### config.mk
export PLATFORM = sky130hd
export DESIGN_NAME = load_store_unit
export DESIGN_NICKNAME = d
export VERILOG_FILES = /design/src/rtl/load_store_unit.sv
export SDC_FILE = /design/constraint.sdc
export NUM_CORES = 1
export LEC_CHECK = 0
export BUFFER_PORTS_ARGS = -buffer_cell sky130_fd_sc_hd__buf_2
export CAP_MARGIN = 20
export CORE_MARGIN = 2
export CORE_UTILIZATION = 53
export CTS_BUF_LIST = sky130_fd_sc_hd__clkbuf_16
export CTS_CLUSTER_DIAMETER = 200
export DETAILED_ROUTE_END_ITERATION = 10
export GPL_TIMING_DRIVEN = 0
export PLACE_DENSITY = 0.94
export SLEW_MARGIN = 20
export SYNTH_ARGS = -nofsm -noshare
export SYNTH_HDL_FRONTEND = slang
export SYNTH_SLANG_ARGS = --single-unit
export TNS_END_PERCENT = 30
### constraint.sdc
create_clock -name clk -period 6.4 [get_ports clk]
set_input_delay 1.28 -clock clk [delete_from_list [all_inputs] [get_ports clk]]
set_output_delay 1.28 -clock clk [all_outputs]
set_load 0.005 [all_outputs]
### src/rtl/load_store_unit.sv
// Load/store unit: takes one load or store request and runs the memory handshake.
// It produces byte enables and lane-shifted store data, and returns extended load data.
// The optional macro LSU_MISALIGNED_SPLIT_EN turns a word-crossing access into two word accesses.
module load_store_unit #(
    parameter int DATA_WIDTH = 32,
    parameter int ADDR_WIDTH = 32
) (
    input  logic                    clk,
    input  logic                    rst,
    input  logic                    req_valid,
    output logic                    req_ready,
    input  logic                    req_write,
    input  logic [2:0]              req_funct3,
    input  logic [ADDR_WIDTH-1:0]   req_addr,
    input  logic [DATA_WIDTH-1:0]   req_wdata,
    output logic                    resp_valid,
    output logic                    resp_err,
    output logic [DATA_WIDTH-1:0]   resp_rdata,
    output logic                    mem_read,
    output logic                    mem_write,
    output logic [ADDR_WIDTH-1:0]   mem_address,
    output logic [DATA_WIDTH/8-1:0] mem_byte_enable,
    output logic [DATA_WIDTH-1:0]   mem_wdata,
    input  logic [DATA_WIDTH-1:0]   mem_rdata,
    input  logic                    mem_resp
);

    localparam int LANES = DATA_WIDTH / 8;
    localparam int OFF_W = $clog2(LANES);
    localparam logic [2*LANES-1:0] BE_ONE = 1;

    localparam logic [1:0] S_IDLE = 2'd0;
    localparam logic [1:0] S_ACC1 = 2'd1;
`ifdef LSU_MISALIGNED_SPLIT_EN
    localparam logic [1:0] S_ACC2 = 2'd2;
`endif
    localparam logic [1:0] S_DONE = 2'd3;

    logic [1:0]            state_q, state_d;
    logic                  write_q, write_d;
    logic [2:0]            funct3_q, funct3_d;
    logic [OFF_W-1:0]      off_q, off_d;
    logic [ADDR_WIDTH-1:0] addr1_q, addr1_d;
    logic                  err_q, err_d;
    logic [DATA_WIDTH-1:0] result_q, result_d;
`ifdef LSU_MISALIGNED_SPLIT_EN
    logic                    split_q, split_d;
    logic [2*LANES-1:0]      be_q, be_d;
    logic [2*DATA_WIDTH-1:0] wdata_q, wdata_d;
    logic [DATA_WIDTH-1:0]   rdata1_q, rdata1_d;
`else
    logic [LANES-1:0]        be_q, be_d;
    logic [DATA_WIDTH-1:0]   wdata_q, wdata_d;
`endif

    // Request decode: masks are built twice as wide so the overflow lanes form the second access.
    logic [OFF_W-1:0]        req_off;
    logic [3:0]              req_size;
    logic [2*LANES-1:0]      req_be_wide;
    logic [2*DATA_WIDTH-1:0] req_wdata_wide;
    logic                    req_split;
    logic                    req_illegal;

    assign req_off        = req_addr[OFF_W-1:0];
    assign req_size       = 4'd1 << req_funct3[1:0];
    assign req_be_wide    = ((BE_ONE << req_size) - BE_ONE) << req_off;
    assign req_wdata_wide = {{DATA_WIDTH{1'b0}}, req_wdata} << {req_off, 3'b000};
    assign req_split      = (5'(req_off) + 5'(req_size)) > 5'(LANES);

    always_comb begin
        req_illegal = ({1'b0, req_size} > 5'(LANES))
                   || (req_write && req_funct3[2])
                   || (!req_write && (req_funct3 == 3'b111));
`ifndef LSU_MISALIGNED_SPLIT_EN
        req_illegal = req_illegal || req_split;
`endif
    end

    // Load extension: align the addressed bytes to bit 0, keep size bytes, then extend.
    logic [DATA_WIDTH-1:0] rd_low;
    logic [DATA_WIDTH-1:0] rd_keep;
    logic [DATA_WIDTH-1:0] rd_ext;
    logic [3:0]            size_q;
    logic                  rd_sign;

`ifdef LSU_MISALIGNED_SPLIT_EN
    logic [2*DATA_WIDTH-1:0] rd_pair;
    assign rd_pair = (state_q == S_ACC2) ? {mem_rdata, rdata1_q}
                                         : {{DATA_WIDTH{1'b0}}, mem_rdata};
    assign rd_low  = DATA_WIDTH'(rd_pair >> {off_q, 3'b000});
`else
    assign rd_low  = mem_rdata >> {off_q, 3'b000};
`endif

    assign size_q = 4'd1 << funct3_q[1:0];

    generate
        for (genvar gi = 0; gi < LANES; gi++) begin : g_keep
            assign rd_keep[8*gi +: 8] = {8{4'(gi) < size_q}};
        end
    endgenerate

    always_comb begin
        case (funct3_q[1:0])
            2'd0:    rd_sign = rd_low[7];
            2'd1:    rd_sign = rd_low[15];
            2'd2:    rd_sign = rd_low[31];
            default: rd_sign = rd_low[DATA_WIDTH-1];
        endcase
    end

    assign rd_ext = (rd_low & rd_keep) | ({DATA_WIDTH{rd_sign & ~funct3_q[2]}} & ~rd_keep);

    always_comb begin
        state_d  = state_q;
        write_d  = write_q;
        funct3_d = funct3_q;
        off_d    = off_q;
        addr1_d  = addr1_q;
        err_d    = err_q;
        result_d = result_q;
        be_d     = be_q;
        wdata_d  = wdata_q;
`ifdef LSU_MISALIGNED_SPLIT_EN
        split_d  = split_q;
        rdata1_d = rdata1_q;
`endif
        case (state_q)
            S_IDLE: begin
                if (req_valid && req_ready) begin
                    write_d  = req_write;
                    funct3_d = req_funct3;
                    off_d    = req_off;
                    addr1_d  = {req_addr[ADDR_WIDTH-1:OFF_W], {OFF_W{1'b0}}};
                    err_d    = req_illegal;
                    result_d = '0;
`ifdef LSU_MISALIGNED_SPLIT_EN
                    split_d  = req_split && !req_illegal;
                    be_d     = req_illegal ? '0 : req_be_wide;
                    wdata_d  = (req_write && !req_illegal) ? req_wdata_wide : '0;
`else
                    be_d     = req_illegal ? '0 : req_be_wide[LANES-1:0];
                    wdata_d  = (req_write && !req_illegal) ? req_wdata_wide[DATA_WIDTH-1:0] : '0;
`endif
                    state_d  = req_illegal ? S_DONE : S_ACC1;
                end
            end
            S_ACC1: begin
                if (mem_resp) begin
`ifdef LSU_MISALIGNED_SPLIT_EN
                    if (split_q) begin
                        rdata1_d = mem_rdata;
                        state_d  = S_ACC2;
                    end else begin
                        result_d = rd_ext;
                        state_d  = S_DONE;
                    end
`else
                    result_d = rd_ext;
                    state_d  = S_DONE;
`endif
                end
            end
`ifdef LSU_MISALIGNED_SPLIT_EN
            S_ACC2: begin
                if (mem_resp) begin
                    result_d = rd_ext;
                    state_d  = S_DONE;
                end
            end
`endif
            S_DONE:  state_d = S_IDLE;
            default: state_d = S_IDLE;
        endcase
    end

    always_ff @(posedge clk) begin
        if (rst) begin
            state_q  <= S_IDLE;
            write_q  <= 1'b0;
            funct3_q <= '0;
            off_q    <= '0;
            addr1_q  <= '0;
            err_q    <= 1'b0;
            result_q <= '0;
            be_q     <= '0;
            wdata_q  <= '0;
`ifdef LSU_MISALIGNED_SPLIT_EN
            split_q  <= 1'b0;
            rdata1_q <= '0;
`endif
        end else begin
            state_q  <= state_d;
            write_q  <= write_d;
            funct3_q <= funct3_d;
            off_q    <= off_d;
            addr1_q  <= addr1_d;
            err_q    <= err_d;
            result_q <= result_d;
            be_q     <= be_d;
            wdata_q  <= wdata_d;
`ifdef LSU_MISALIGNED_SPLIT_EN
            split_q  <= split_d;
            rdata1_q <= rdata1_d;
`endif
        end
    end

    // Memory-side outputs are pure functions of the held state, so they stay put until mem_resp.
    always_comb begin
        req_ready       = (state_q == S_IDLE) && !rst;
        resp_valid      = (state_q == S_DONE);
        resp_err        = (state_q == S_DONE) && err_q;
        resp_rdata      = ((state_q == S_DONE) && !err_q && !write_q) ? result_q : '0;
        mem_read        = 1'b0;
        mem_write       = 1'b0;
        mem_address     = '0;
        mem_byte_enable = '0;
        mem_wdata       = '0;
        if (state_q == S_ACC1) begin
            mem_read        = !write_q;
            mem_write       = write_q;
            mem_address     = addr1_q;
            mem_byte_enable = be_q[LANES-1:0];
            mem_wdata       = wdata_q[DATA_WIDTH-1:0];
        end
`ifdef LSU_MISALIGNED_SPLIT_EN
        if (state_q == S_ACC2) begin
            mem_read        = !write_q;
            mem_write       = write_q;
            mem_address     = addr1_q + ADDR_WIDTH'(LANES);
            mem_byte_enable = be_q[2*LANES-1:LANES];
            mem_wdata       = wdata_q[2*DATA_WIDTH-1:DATA_WIDTH];
        end
`endif
    end

endmodule

* Word-level counts from Yosys, hierarchy flattened
Cells that the tools add are included.
Widths: inputs -> output; s select.
** Word-level totals
- Bits in registers :: 107
- Bits in latches :: 0
- Memory bits (writable) :: 0
- Bits in read-only memories :: 0
- Input bits :: 104
- Word-level logic and storage cells :: 73
- Memories kept :: 0
** Cells by class
- Add/subtract/negate cells :: 2
- Multipliers :: 0
- Div/mod/pow operators :: 0
- $lt $le $gt $ge :: 6
- Equality and inequality tests :: 6
- Shifts and indexed selects :: 6
- Multiplexer cells :: 16
- Bitwise gates (word level) :: 6
- Reduce and logical (&&, ||, !) cells :: 22
** Operators by type and width (count)
- $mux 32 :: 6
- $and 32x32->32 :: 2
- $pmux 32 s2 :: 1
- $not 32->32 :: 1
- $or 32x32->32 :: 1
- $shl 32x5->32 :: 1
- $shr 32x5->32 :: 1
- $logic_and 1x1->1 :: 8
- $lt 1x4->1 const A :: 2
- $lt 2x4->1 const A :: 2
- $mux 4 :: 2
- $shl 1x2->4 const A :: 2
- $shl 1x4->8 const A :: 1
- $shl 8x2->4 :: 1
- $sub 8x1->8 const B :: 1
- $mux 2 :: 3
- $add 2x4->5 :: 1
- $gt 5x3->1 const B :: 1
- $logic_not 1->1 :: 5
- $eq 2x1->1 const B :: 2
- $gt 4x3->1 const B :: 1
- $logic_not 2->1 :: 2
- $ne 2x2->1 const B :: 2
- $pmux 2 s2 :: 1
- 10 further kinds :: 14

* Depth between registers and ports, before layout
Gate-level depths: netlist (run 1).
- Word-level depth :: 8
- Depth in mapped cells :: 10
- Mapped depth without buffers :: 8

* Worst setup path after synthesis (run 1)
OpenSTA, ideal clock, no wires.
- Kind :: input-to-reg
- Start point :: in req_addr[1]
- End point :: reg wdata_q[0]
- Setup time :: 0.117 ns
- Arrival :: 3.243 ns
- Required time :: 6.283 ns
- Path slack :: 3.041 ns
- Stages on the path :: 9
- Cells stage by stage :: clkbuf_1 clkbuf_1 inv_1 fa_1 nor2b_1 o2111a_2 and2_1 buf_2 a22o_1
** Between the ends
- Cells in the longest elaborated chain, start to end :: 6
- Elaborated cells on any way between the ends :: 7
** Ends and longest elaborated chain
- from (decl) :: RTL line 14 : input logic [ADDR_WIDTH-1:0] req_addr,
- $add 2x4->5 :: RTL line 68 : assign req_split = (5'(req_off) + 5'(req_size)) > 5'(LANES);
- $gt 5x3->1 :: RTL line 68
- $logic_or 1x1->1 :: RTL line 75 : req_illegal = req_illegal || req_split;
- $logic_not 1->1 :: RTL line 143 : wdata_d = (req_write && !req_illegal) ? req_wdata_wide[DATA_WIDTH-1:0] : '0;
- $logic_and 1x1->1 :: RTL line 143
- $mux 32 * :: RTL line 143
- to (signal assigned) :: RTL line 201 : wdata_q <= wdata_d;
- to (decl) :: RTL line 53 : logic [DATA_WIDTH-1:0] wdata_q, wdata_d;
Every way passes the cells marked *; elsewhere a longest branch is shown, timed or not.
A chain may end at the register's enable or synchronous reset.

* Worst setup path in the final report (run 1)
- Start point :: in req_addr[1]
- End point :: reg wdata_q[10]
Same word-level chain as after synthesis.

==> flow_summary.yaml, run 1 <==
layout:
  area_growth_pct: 27.8
  diodes: 0
  fillerInstances: 815
  nets: 925
  fin_util: 0.693
  layout-drive-gt1-share: 0.330
setup_path:
  slowest_stage: "nor3_2"
  cp-end-kind: "flop"
  cp_data_arrival_time_ns: 4.19
  path_class: "in -> reg"
  rrSetupSlack_ns: 4.38
  cpPeakStageDelay_ns: 0.59
  critPathMaxFanout: 10
  required_ns: 6.69
  path_buf_inv: 4
  critical-path-top-delay-family: "buffers and inverters"
  path_cells: "buf_2 -> clkbuf_1 -> clkbuf_1 -> inv_1 -> fa_1 -> nor2b_1 -> o21ai_0 -> nor3_2 -> a22o_1"
  cp_common_cell: "clkbuf_1"
  crit_path_start_kind: "primary input"
logic_synthesis:
  synth_edf_count: 0
  ys_seq_area_frac: 0.406
  netlist-cell-type-count: 44
  syn_avg_cell_area_um2: 8.75
  synthFlopType: "dfxtp_1"
  syn_area_um2: 5280
  ys_async_sr_fraction: 0
  synth-seq-cells: 107
  yosys_warnings: 0
  syn_inst: 603
power_and_ir_drop:
  p_leak_uw: 0.00317
  vdd_drop_max_uv: 153
  power_switching_uw: 408
  p_clk_frac: 0.351
  intPower_uw: 1060
  p_sw_frac: 0.278
  p_comb_frac: 0.162
  pwr-share-seq: 0.487
  pwr_density_cell_nw_per_um2: 217
status:
  status: "complete, no violations"
global_route:
  overflow: 0
  track_usage: 0.278
  grt_pass1_vias: 4949
  grt_pass1_wl_um: 24600
  antenna_found_initial: 0
  grt_max_degree: 19
floorplan:
  ios: 209
  die_w_um: 104
  core_area_um2: 9730
  die_area_um2: 10800
  start_util: 0.543
  rows: 36
  chipHeight_um: 104
timing:
  setup_viol: 0
  max_slew_margin: 0.471
  finalClockSkew_ns: 0.00677
  finalSetupTns_ns: 0
  period_share: 0.609
  clock.fmax_mhz: 256
  worst_slack_ns: 2.50
  min_period_ns: 3.90
  worst_pin_slew_ns: 0.791
  rsz0062_at_grt: "no"
  hold_viol_final: 0
  drv_slew: 0
placed_design:
  port_buffers: 204
  dp_worst_setup_slack_ns: 2.17
  place_hpwl_um: 11900
  place_congestion: 0.918
routing:
  drc: 0
  ant_nets: 0
  wl_um: 15500
  drt_iter0_markers: 260
  via_per_inst: 5.55
  dr_total_vias: 5307
  wl_per_cell_um: 16.2
  first_pass_iters: 5
clocking:
  cts_tree: "built"
  cts_sinks: 107
  cts-htree-levels: 3
  cts_buffer_depth: 2
  cts_resized: 0
  clock_latency_ns: 0.34
  cts_buffers: 9
  cts_hold_buf: 0
  root_buffer: "clkbuf_16"
  clk_pin_slew_worst_paths_ns: 0.08
  cts_setup_buffers: 0
flow_run:
  drv_cap: 0
hold_path:
  hold_path_class: "reg -> reg"
## metal layers
metal	share of wire	GRT usage	wire length, um
met4	0.034	0.114	533
met5	0	0	0
met2	0.48	0.477	7510
met3	0.078	0.0642	1220
met1	0.40	0.336	6270
## cell type report
| cell class | instances | area [um^2] | share of cell area |
|---|---|---|---|
| clock buffers | 9 | 225 | 0.0334 |
| multi-input cells | 446 | 2910 | 0.431 |
| inverters | 2 | 7.51 | 0.00111 |
| repair buffers | 204 | 1020 | 0.151 |
| clock inverters | 6 | 50.0 | 0.00742 |
| well taps | 133 | 166 | 0.0247 |
| plain buffers | 49 | 226 | 0.0336 |
| flip-flops and latches | 107 | 2140 | 0.318 |
## synthesized netlist by cell type, drive strengths merged (2+ instances only)
library cell | number | area [um^2]
a21oi | 46 | 230
a221o | 15 | 163
a22o | 51 | 447
and2 | 101 | 632
buf | 20 | 118
clkbuf | 29 | 109
dfxtp | 107 | 2140
inv | 2 | 7.51
mux2 | 16 | 180
mux2i | 33 | 330
nand2 | 101 | 379
nand2b | 5 | 31.3
nand3 | 2 | 10.0
nor2 | 12 | 45.0
nor2b | 4 | 25.0
nor3 | 4 | 30.0
o21ai | 34 | 174
## sequential cells by signal, summed over array words and instances (netlist names)
register	cells
result_q	32
write_q	1
addr1_q	30
off_q	2
funct3_q	3
err_q	1
state_q	2
wdata_q	32
be_q	4
## worst reg2reg max path: stages, from the launching register on
cell,delay (ns)
dfxtp_1,0.48
nor4b_2,0.12
nor2_1,0.62
clkbuf_1,0.51
a22o_1,0.24
## cell usage in the layout (no fill, tap or decap), types with 12 or more instances in the layout
cell	Yosys	final
mux2_2	16	16
a22o_1	51	51
and2_1	101	101
o21ai_0	33	33
clkbuf_1	29	29
a21oi_1	46	46
mux2i_1	33	33
nor2_1	12	12
nand2_1	101	101
dfxtp_1	107	107
buf_2	13	217
## path summary, 6_finish.rpt
| kind | from | cells after the start | end |
|---|---|---|---|
| hold reg to reg | addr1_q[23]$_SDFFE_PP0P_ | 2 | addr1_q[23]$_SDFFE_PP0P_ |
| setup / recovery | req_addr[1] | 9 | wdata_q[10]$_SDFFE_PP0P_ |
| hold / removal | addr1_q[23]$_SDFFE_PP0P_ | 2 | addr1_q[23]$_SDFFE_PP0P_ |
| setup reg to reg | state_q[0]$_SDFFE_PP0P_ | 4 | wdata_q[2]$_SDFFE_PP0P_ |
## power by group through the flow
stage               Combinational [uW]  Sequential [uW]  Clock (uW)
detailed placement                 233              728           0
finish                             238              714         515
global placement                   228              727           0
CTS                                235              713         527
floorplan                          141              723           0
global route                       259              717         552
## per-stage QoR
step / instances / hold WS (ns) / instance area (um^2) / power, uW
finish: 956 / 0.451 / 6750 / 1470
global route: 956 / 0.470 / 6750 / 1530
CTS: 956 / 0.452 / 6750 / 1470
detailed placement: 941 / 0.442 / 6470 / 962
global placement: 941 / 0.437 / 6470 / 956
floorplan: 604 / 0.431 / 5280 / 864
## cell families (layout without fill, tap and decap cells)
logic type / Yosys count / count (layout) / synth area share
mux: 50 / 50 / 0.101
xor+xnor: 1 / 1 / 0.00166
flops: 107 / 107 / 0.406
buf+inv: 51 / 270 / 0.0443
simple gates: 236 / 236 / 0.233
fa+ha+maj: 2 / 2 / 0.00616
other cells: 1 / 2 / 0.000710
compound gates: 155 / 155 / 0.208
Power figures use the tool's default switching activity.
==> run 2, diff against run 1 <==
- ABC_AREA: unset -> 1
- CORE_UTILIZATION: 53 -> 50
- PLACE_DENSITY: 0.94 -> 0.88
- clock period: 6.4 -> 3.9 ns (I/O delays scaled with it)
==> run 2 against run 1 <==
Effect of this change:
- synthesized cell count up 52%
- flip-flop and latch count unchanged
- sequential power up 68%
- largest power group unchanged
==> flow_summary.yaml, run 2 <==
placed_design:
  place_congestion: 0.973
  place_hpwl_um: 14400
  dp_worst_setup_slack_ns: 1.02
  port_buffers: 206
floorplan:
  rows: 39
  ios: 209
  die_w_um: 112
  core_area_um2: 11400
  die_area_um2: 12600
  start_util: 0.513
  chipHeight_um: 112
setup_path:
  rrSetupSlack_ns: 2.36
  cp_common_cell: "buf_2"
  path_buf_inv: 4
  cpPeakStageDelay_ns: 0.47
  rr_startpoint: "state_q[1]$_SDFFE_PP0P_"
  cp-endpoint: "mem_wdata[18]"
  critical-path-top-delay-family: "buffers and inverters"
  slowest_stage: "buf_1"
  path_cells: "nor2_2 -> inv_1 -> buf_2 -> buf_1 -> nor2_1 -> buf_2"
  crit_path_start_kind: "flop"
  rr_worst_depth: 5
  crit_start: "state_q[1]$_SDFFE_PP0P_"
  required_ns: 3.12
  cp-end-kind: "output pin"
  cp_data_arrival_time_ns: 1.97
  critPathMaxFanout: 10
  reg2reg_to: "wdata_q[3]$_SDFFE_PP0P_"
  path_class: "reg -> out"
  worst-path-stages: 6
routing:
  drt_iter0_markers: 684
  via_per_inst: 5.32
  dr_total_vias: 6817
  wl_um: 18600
  wl_per_cell_um: 14.5
  ant_nets: 0
  drc: 0
  first_pass_iters: 5
global_route:
  track_usage: 0.288
  grt_pass1_vias: 6146
  grt-busiest-layer: "met2"
  overflow: 0
  antenna_found_initial: 0
  use_met2: 0.476
  met1_usage: 0.378
  grt_max_degree: 20
  met3_usage: 0.0502
  grt_pass1_wl_um: 29500
timing:
  rsz0062_at_grt: "no"
  finalClockSkew_ns: 0.00760
  clock.fmax_mhz: 363
  period_share: 0.706
  min_period_ns: 2.75
  finalSetupTns_ns: 0
  hold_viol_final: 0
  max_slew_margin: 0.628
  worst_slack_ns: 1.15
  drv_slew: 0
  setup_viol: 0
  worst_pin_slew_ns: 0.558
clocking:
  cts_hold_buf: 0
  cts_buffers: 9
  cts_setup_buffers: 0
  cts_resized: 0
  cts-htree-levels: 3
  cts_sinks: 107
  cts_buffer_depth: 2
  root_buffer: "clkbuf_16"
  clk_pin_slew_worst_paths_ns: 0.08
  cts_tree: "built"
  clock_latency_ns: 0.35
power_and_ir_drop:
  vdd_drop_max_uv: 329
  pwr_density_cell_nw_per_um2: 378
  p_leak_uw: 0.00347
  finalPower_uw: 2790
layout:
  layout-drive-gt1-share: 0.242
  nets: 1238
  top_regs: "result_q: 32 flops, wdata_q: 32 flops, addr1_q: 30 flops"
  final_cell_mix: "221 x buf_2, 152 x nand2_1, 129 x inv_1, 112 x a21oi_1, 111 x nor2_1"
  area_growth_pct: 25.9
  fin_util: 0.647
  final_common_cell: "buf_2"
logic_synthesis:
  synth_edf_count: 0
  syn_inst: 914
  synth.largest_area_cell: "dfxtp_1"
  synth.most_common_cell: "nand2_1"
  ys_async_sr_fraction: 0
  yosys_warnings: 0
  syn_area_um2: 5860
  netlist-cell-type-count: 34
  netlist_top_cells_area: "dfxtp_1 37%, nand2_1 9.7%, a21oi_1 9.6%"
  synth-seq-cells: 107
  syn_avg_cell_area_um2: 6.41
  yosys-top-cells-count: "152 x nand2_1, 129 x inv_1, 112 x a21oi_1"
  ys_seq_area_frac: 0.365
  synthFlopType: "dfxtp_1"
  synth_top_cell_area_share: 0.365
flow_run:
  drv_cap: 0
hold_path:
  hold_path_class: "reg -> reg"
  hp-start: "addr1_q[13]$_SDFFE_PP0P_"
status:
  status: "complete, no violations"
run 2: through the flow:
stage / std cells / instance area [um^2] / hold WS [ns]
6_report: 1281 / 7380 / 0.455
5_1_grt: 1280 / 7380 / 0.471
4_1_cts: 1280 / 7380 / 0.456
3_5_place_dp: 1264 / 7080 / 0.444
3_3_place_gp: 1264 / 7080 / 0.438
2_1_floorplan: 915 / 5870 / 0.430
run 2: worst min-delay path, cell delays in order, from the launching register on:
cell and delay (ns):
dfxtp_1 0.30, inv_1 0.06, a21oi_1 0.05
run 2: cells by family (layout without fill, tap and decap cells):
family,count (synthesis),count (layout),share of synthesized area
simple gates,359,359,0.259
fa+ha+maj,2,2,0.00555
compound gates,237,237,0.218
other cells,1,3,0.000640
buf+inv,208,430,0.151
flops,107,107,0.365
run 2: where the power goes:
| group | internal, uW | total [uW] | switching [uW] |
|---|---|---|---|
| clock network | 510 | 964 | 454 |
| registers | 1170 | 1200 | 31.8 |
| logic | 213 | 626 | 413 |
run 2: worst min-delay path by stage:
stage / to / slack, ns / cells past startpoint
floorplan: addr1_q[10]$_SDFFE_PP0P_ / 0.43 / 2
global placement: addr1_q[20]$_SDFFE_PP0P_ / 0.44 / 2
detailed placement: addr1_q[11]$_SDFFE_PP0P_ / 0.44 / 2
CTS: addr1_q[11]$_SDFFE_PP0P_ / 0.46 / 2
global route: addr1_q[28]$_SDFFE_PP0P_ / 0.47 / 2
finish: addr1_q[13]$_SDFFE_PP0P_ / 0.45 / 2
run 2: area by class of cell:
class                      instances  area (um^2)
fill                            1097         4030
multi-input combinational        600         2840
sequential                       107         2140
timing repair buffer             206         1030
inverter                         140          537
buffer                            68          349
clock buffer                       9          225
tap                              143          179
clock inverter                     7         80.1
antenna                            1         2.50
run 2: routing by layer:
layer,vias up,share of wire
met2,357,0.47
met3,47,0.091
met5,-,0
li1,3356,-
met1,3057,0.41
met4,0,0.024
